## config.mk

```make
export PLATFORM = sky130hd
export DESIGN_NAME = rggen_bit_field_driver
export DESIGN_NICKNAME = d
export VERILOG_FILES = /design/src/rtl/rggen_bit_field_driver.sv
export SDC_FILE = /design/constraint.sdc
export NUM_CORES = 1
export LEC_CHECK = 0
export CAP_MARGIN = 20
export CORE_ASPECT_RATIO = 1.25
export CORE_MARGIN = 8
export CORE_UTILIZATION = 34
export CTS_CLUSTER_DIAMETER = 100
export DETAILED_ROUTE_END_ITERATION = 12
export GPL_TIMING_DRIVEN = 0
export HOLD_SLACK_MARGIN = 0.1
export PLACE_DENSITY = 0.77
export SLEW_MARGIN = 15
export SYNTH_ARGS = -nofsm -noshare
export SYNTH_HDL_FRONTEND = slang
export SYNTH_SLANG_ARGS = --single-unit
```

## constraint.sdc

```tcl
create_clock -name i_clk -period 1.35 [get_ports i_clk]
set_input_delay 0.135 -clock i_clk [delete_from_list [all_inputs] [get_ports i_clk]]
set_output_delay 0.135 -clock i_clk [all_outputs]
set_load 0.05 [all_outputs]
```

## src/rtl/rggen_bit_field_driver.sv

```systemverilog
// Bit-field access initiator: takes one host command at a time over a
// ready/valid request channel, drives a single bit field's access strobes
// and clear vector, and returns read data/status over a ready/valid
// response channel.
// Optional readback verify: define RGGEN_BIT_FIELD_DRIVER_VERIFY_EN.
module rggen_bit_field_driver #(
  parameter int WIDTH     = 8,
  parameter bit SET_VALUE = 1'b1
) (
  input  logic             i_clk,
  input  logic             i_rst,
  input  logic             i_req_valid,
  output logic             o_req_ready,
  input  logic [1:0]       i_req_op,
  input  logic [WIDTH-1:0] i_req_data,
  input  logic [WIDTH-1:0] i_req_mask,
  output logic             o_rsp_valid,
  input  logic             i_rsp_ready,
  output logic [WIDTH-1:0] o_rsp_data,
  output logic             o_rsp_error,
  output logic             o_bf_valid,
  output logic             o_bf_read,
  output logic             o_bf_write,
  output logic [WIDTH-1:0] o_bf_write_data,
  output logic [WIDTH-1:0] o_bf_write_mask,
  input  logic [WIDTH-1:0] i_bf_read_data,
  output logic [WIDTH-1:0] o_clear
);

  typedef enum logic [1:0] {
    OP_READ  = 2'b00,
    OP_WRITE = 2'b01,
    OP_SET   = 2'b10,
    OP_CLEAR = 2'b11
  } op_e;

`ifdef RGGEN_BIT_FIELD_DRIVER_VERIFY_EN
  typedef enum logic [1:0] {
    IDLE    = 2'b00,
    ACCESS  = 2'b01,
    VERIFY  = 2'b10,
    RESPOND = 2'b11
  } state_e;
`else
  typedef enum logic [1:0] {
    IDLE    = 2'b00,
    ACCESS  = 2'b01,
    RESPOND = 2'b11
  } state_e;
`endif

  state_e             state_q, state_d;
  op_e                op_q, op_d;
  logic               bf_valid_q, bf_valid_d;
  logic               bf_read_q, bf_read_d;
  logic               bf_write_q, bf_write_d;
  logic [WIDTH-1:0]   bf_wdata_q, bf_wdata_d;
  logic [WIDTH-1:0]   bf_wmask_q, bf_wmask_d;
  logic [WIDTH-1:0]   clear_q, clear_d;
  logic [WIDTH-1:0]   rsp_data_q, rsp_data_d;

`ifdef RGGEN_BIT_FIELD_DRIVER_VERIFY_EN
  logic [WIDTH-1:0]   data_q, data_d;
  logic [WIDTH-1:0]   mask_q, mask_d;
  logic               rsp_error_q, rsp_error_d;
  logic [WIDTH-1:0]   expect_value;

  // Value the field must hold under the mask after the access.
  always_comb begin
    expect_value = '0;
    case (op_q)
      OP_WRITE: expect_value = data_q;
      OP_SET:   expect_value = '1;
      default:  expect_value = '0;
    endcase
  end
`endif

  // Next-state and next-output logic. The bf/clear strobes are computed one
  // state ahead so that they come straight out of flops during ACCESS/VERIFY.
  always_comb begin
    state_d    = state_q;
    op_d       = op_q;
    bf_valid_d = 1'b0;
    bf_read_d  = 1'b0;
    bf_write_d = 1'b0;
    bf_wdata_d = '0;
    bf_wmask_d = '0;
    clear_d    = '0;
    rsp_data_d = rsp_data_q;
`ifdef RGGEN_BIT_FIELD_DRIVER_VERIFY_EN
    data_d      = data_q;
    mask_d      = mask_q;
    rsp_error_d = rsp_error_q;
`endif
    case (state_q)
      IDLE: begin
        if (i_req_valid) begin
          op_d    = op_e'(i_req_op);
          state_d = ACCESS;
`ifdef RGGEN_BIT_FIELD_DRIVER_VERIFY_EN
          data_d      = i_req_data;
          mask_d      = i_req_mask;
          rsp_error_d = 1'b0;
`endif
          case (op_e'(i_req_op))
            OP_READ: begin
              bf_valid_d = 1'b1;
              bf_read_d  = 1'b1;
            end
            OP_WRITE: begin
              bf_valid_d = 1'b1;
              bf_write_d = 1'b1;
              bf_wdata_d = i_req_data;
              bf_wmask_d = i_req_mask;
            end
            OP_SET: begin
              bf_valid_d = 1'b1;
              bf_write_d = 1'b1;
              bf_wdata_d = SET_VALUE ? i_req_mask : ~i_req_mask;
              bf_wmask_d = i_req_mask;
            end
            default: clear_d = i_req_mask;
          endcase
        end
      end
      ACCESS: begin
        rsp_data_d = (op_q == OP_READ) ? i_bf_read_data : '0;
`ifdef RGGEN_BIT_FIELD_DRIVER_VERIFY_EN
        if (op_q != OP_READ) begin
          state_d    = VERIFY;
          bf_valid_d = 1'b1;
          bf_read_d  = 1'b1;
        end else begin
          state_d = RESPOND;
        end
`else
        state_d = RESPOND;
`endif
      end
`ifdef RGGEN_BIT_FIELD_DRIVER_VERIFY_EN
      VERIFY: begin
        rsp_data_d  = i_bf_read_data;
        rsp_error_d = |((i_bf_read_data ^ expect_value) & mask_q);
        state_d     = RESPOND;
      end
`endif
      RESPOND: begin
        if (i_rsp_ready) begin
          state_d = IDLE;
        end
      end
      default: state_d = IDLE;
    endcase
  end

  // State and registered outputs; reset abandons any command in flight.
  always_ff @(posedge i_clk) begin
    if (i_rst) begin
      state_q    <= IDLE;
      op_q       <= OP_READ;
      bf_valid_q <= 1'b0;
      bf_read_q  <= 1'b0;
      bf_write_q <= 1'b0;
      bf_wdata_q <= '0;
      bf_wmask_q <= '0;
      clear_q    <= '0;
      rsp_data_q <= '0;
`ifdef RGGEN_BIT_FIELD_DRIVER_VERIFY_EN
      data_q      <= '0;
      mask_q      <= '0;
      rsp_error_q <= 1'b0;
`endif
    end else begin
      state_q    <= state_d;
      op_q       <= op_d;
      bf_valid_q <= bf_valid_d;
      bf_read_q  <= bf_read_d;
      bf_write_q <= bf_write_d;
      bf_wdata_q <= bf_wdata_d;
      bf_wmask_q <= bf_wmask_d;
      clear_q    <= clear_d;
      rsp_data_q <= rsp_data_d;
`ifdef RGGEN_BIT_FIELD_DRIVER_VERIFY_EN
      data_q      <= data_d;
      mask_q      <= mask_d;
      rsp_error_q <= rsp_error_d;
`endif
    end
  end

  assign o_req_ready     = (state_q == IDLE);
  assign o_rsp_valid     = (state_q == RESPOND);
  assign o_rsp_data      = rsp_data_q;
  assign o_bf_valid      = bf_valid_q;
  assign o_bf_read       = bf_read_q;
  assign o_bf_write      = bf_write_q;
  assign o_bf_write_data = bf_wdata_q;
  assign o_bf_write_mask = bf_wmask_q;
  assign o_clear         = clear_q;
`ifdef RGGEN_BIT_FIELD_DRIVER_VERIFY_EN
  assign o_rsp_error     = rsp_error_q;
`else
  assign o_rsp_error     = 1'b0;
`endif

endmodule
```

==> key figures <==
Clock network
  • Clock buffer count from CTS: 5
  • CTS tree: yes
  • CTS Buffer Depth: 2
  • H-tree levels: 2
  • Root Driver: clkbuf_8
  • CTS clk-pin slew, worst paths: 0.08 ns
  • Hold buffers post-CTS: 0
  • Number of clock sinks: 39
  • Latest clock arrival within the worst-skew pair: 0.28 ns

Synthesis
  • Most common cell in the netlist: dfxtp_1
  • Mux share of post-synthesis cell area: 0.0154
  • Post-Synthesis Cells: 112
  • Post-synth net total: about 150
  • Post-synth ARST share: 0
  • Top post-synthesis cells by area: dfxtp_1 60%, a22o_1 5.4%, a22oi_1 4.6%, and2_1 4.3%, and3_1 3.9%
  • Area leader, netlist: dfxtp_1
  • Number of synthesized flops with an enable pin: 0
  • Library cells used by synthesis: 24
  • Main combinational cell family by area after synthesis: simple AND/OR/NAND/NOR gates
  • Sequential cell area fraction in the yosys report: 0.601
  • Post-Syn Area: ~1300 µm²
  • Synthesized area per cell: approximately 12 µm²
  • Synth top area share: 0.601
  • Synth cell count leaders: 39 x dfxtp_1, 12 x nor2_1, 9 x and2_1
  • Post-Synth XOR/XNOR Area: 0
  • Adder-Cell Fraction of Synth Area: 0.0385
  • Flops & latches, synth: 39
  • Top FF cell, synth: dfxtp_1
  • Post-Synth Simple-Gate Area: 0.189
  • Yosys warnings: 0
  • Synth Area in Compound Gates: 0.115

Detailed routing
  • Vias: between 1000 and 1500
  • Vias per inst: 4.89
  • Post-DRT Antenna Nets: 0
  • DR DRC count: 0
  • First drt pass iteration count: 4
  • Wire length per cell: about 16 µm
  • Initial drt markers: 99
  • Routed Wire Length: 3730 µm

Global route
  • Initial antenna violation count: 0
  • First-pass GRT wire length: 6000 µm
  • Tot GR Track Use: 0.124
  • Vias in the first global route: 1189
  • Gr ovfl total: 0
  • Largest net degree at the start of global routing: 14

Cells and area
  • Antenna cells: 0
  • Fin area: 2140 µm²
  • Area grow syn2layout: 65.0%
  • Share of layout cells above drive strength 1: 0.152
  • Layout net count: 224
  • Post-layout util: 0.576

Worst hold path
  • Worst hold path type: in2reg
  • Worst Hold Path Cells: 3
  • Worst Hold Path EP: op_q[1]
  • Hold Path Origin: i_req_op[1]

Critical path
  • R2R cell count: 3
  • Critical path peak fanout: 8
  • R2r setup slk: -0.02 ns
  • Worst r2r src: state_q[0]
  • Crit path required time: 1.58 ns
  • CP max-delay cell: or4b_4
  • Crit start category: register
  • Critical-path cell list: or4b_4 -> nor3_4 -> and2_1
  • Crit-path max cell delay: 0.53 ns
  • Worst Path Arrival: 1.60 ns
  • WS Path Type: reg2reg
  • Endpoint class of the critical path: register
  • Reg2reg end: o_clear[2]

Floorplanning
  • Die width: 71.3 µm
  • Die height: between 80 and 90 µm
  • Total die area: 6070 µm²
  • Row count: 25
  • Core area: 3720 µm²
  • Initial core utilization: 0.349
  • Num ports: 68

STA
  • Fin crit period: between 1 and 1.5 ns
  • Final setup skew: around 0.0042 ns
  • Max-slew violation count: 0
  • Worst hold margin: 0.249 ns
  • Final worst slack: -0.0202 ns
  • Fmax: 730 MHz
  • Least-Margin Pin Slew: 0.514 ns
  • Final Hold Vio Count: 0
  • Rel. slew slack: 0.658
  • Unrepaired setup endpoints after global routing: true
  • Final setup violating endpoints: 8
  • Final period util: 1.01

Pwr
  • PwrDens: 1240 nW/µm²
  • Overall power: 2660 µW
  • Worst VDD drop: 0.653 mV
  • LEAKAGE: between 0.001 and 0.0015 µW

Placed design
  • Post-Place Setup Slack: -0.572 ns
  • DPL Wire Length: 2880 µm
  • # port buffers: 66
  • Placed instance area: between 2000 and 2500 µm²
  • GPL Wtd Cong: 0.763

Job
  • Max cap viols: 0

Outcome
  • Failing checks: negative setup slack
  • Status: complete, but fails checks
[worst max-delay path by stage]
stage | from | to | slack, ns | cells after the start
2_1_floorplan | state_q[1] | o_clear[0] | 0.02 | 4
3_3_place_gp | i_rst | o_bf_write_data[7] | -0.49 | 4
5_1_grt | state_q[0] | o_clear[1] | -0.1 | 3
4_1_cts | state_q[0] | o_clear[3] | -0.1 | 3
3_5_place_dp | i_rst | o_bf_write_data[7] | -0.57 | 4
6_report | state_q[0] | o_clear[2] | -0.02 | 3
[where the power goes]
part	internal, µW	switching [µW]
Sequential	1200	24.8
Clock	550	400
Combinational	197	293
[worst max-delay path, delay by kind of cell (launching register included)]
kind             cells  cell delay (ns)
and+or+nand+nor      3             0.96
DFF                  1             0.36
[cell type report]
| cell class | instances | area, µm² |
|---|---|---|
| repair buffers | 72 | 666 |
| well taps | 40 | 50.0 |
| multi-input cells | 63 | 485 |
| fillers | 326 | 1580 |
| inverters | 5 | 18.8 |
| clock inverters | 3 | 43.8 |
| clock buffers | 5 | 68.8 |
| plain buffers | 4 | 22.5 |
| flip-flops and latches | 39 | 788 |
[stage by stage]
step	TNS (ns)	instances
global route	-0.726	231
global placement	-12.49	218
CTS	-0.716	230
finish	-0.100	231
detailed placement	-14.47	218
floorplan	0	112
[kinds of logic (layout without fill, tap and decap cells)]
| kind of cell | count (synthesis) | after routing |
|---|---|---|
| compound gates | 19 | 19 |
| fa+ha+maj | 4 | 4 |
| buf+inv | 10 | 89 |
| flops | 39 | 39 |
| mux | 2 | 2 |
| other cells | 1 | 1 |
| simple gates | 37 | 37 |
[registers in the layout, summed over array words and instances, names as in the netlist]
| register | flops |
|---|---|
| o_bf_read | 1 |
| o_bf_valid | 1 |
| o_bf_write | 1 |
| o_bf_write_data | 8 |
| o_bf_write_mask | 8 |
| o_clear | 8 |
| o_rsp_data | 8 |
| op_q | 2 |
| state_q | 2 |
[layer usage]
metal	wire, µm	vias to the layer above	GRT usage
li1	-	538	-
met1	1370	532	0.121
met2	1900	56	0.217
met3	427	4	0.0613
met4	40	0	0.0455
met5	0	-	0
[repair_timing]
action | 4_1_cts | 5_1_grt
gates resized for setup | 51 | 6
buffers inserted | 5 | 1
setup endpoints to repair | 66 | 18
pin swaps | 4 | 7
[layout by cell type, fill, tap and decap left out, types with 2 or more instances in the layout]
cell             count
clkdlybuf4s15_1      3
buf_4                7
dlymetal6s2s_1       2
mux2i_1              2
inv_1                5
ha_1                 4
dlygate4sd2_1       33
clkbuf_8             5
and3_1               8
clkdlybuf4s50_1     26
a22oi_1              8
a22o_1               8
nor2_1              12
buf_1                2
and2_1               9
dfxtp_4              2
dfxtp_1             37
Power figures use the tool's default switching activity.
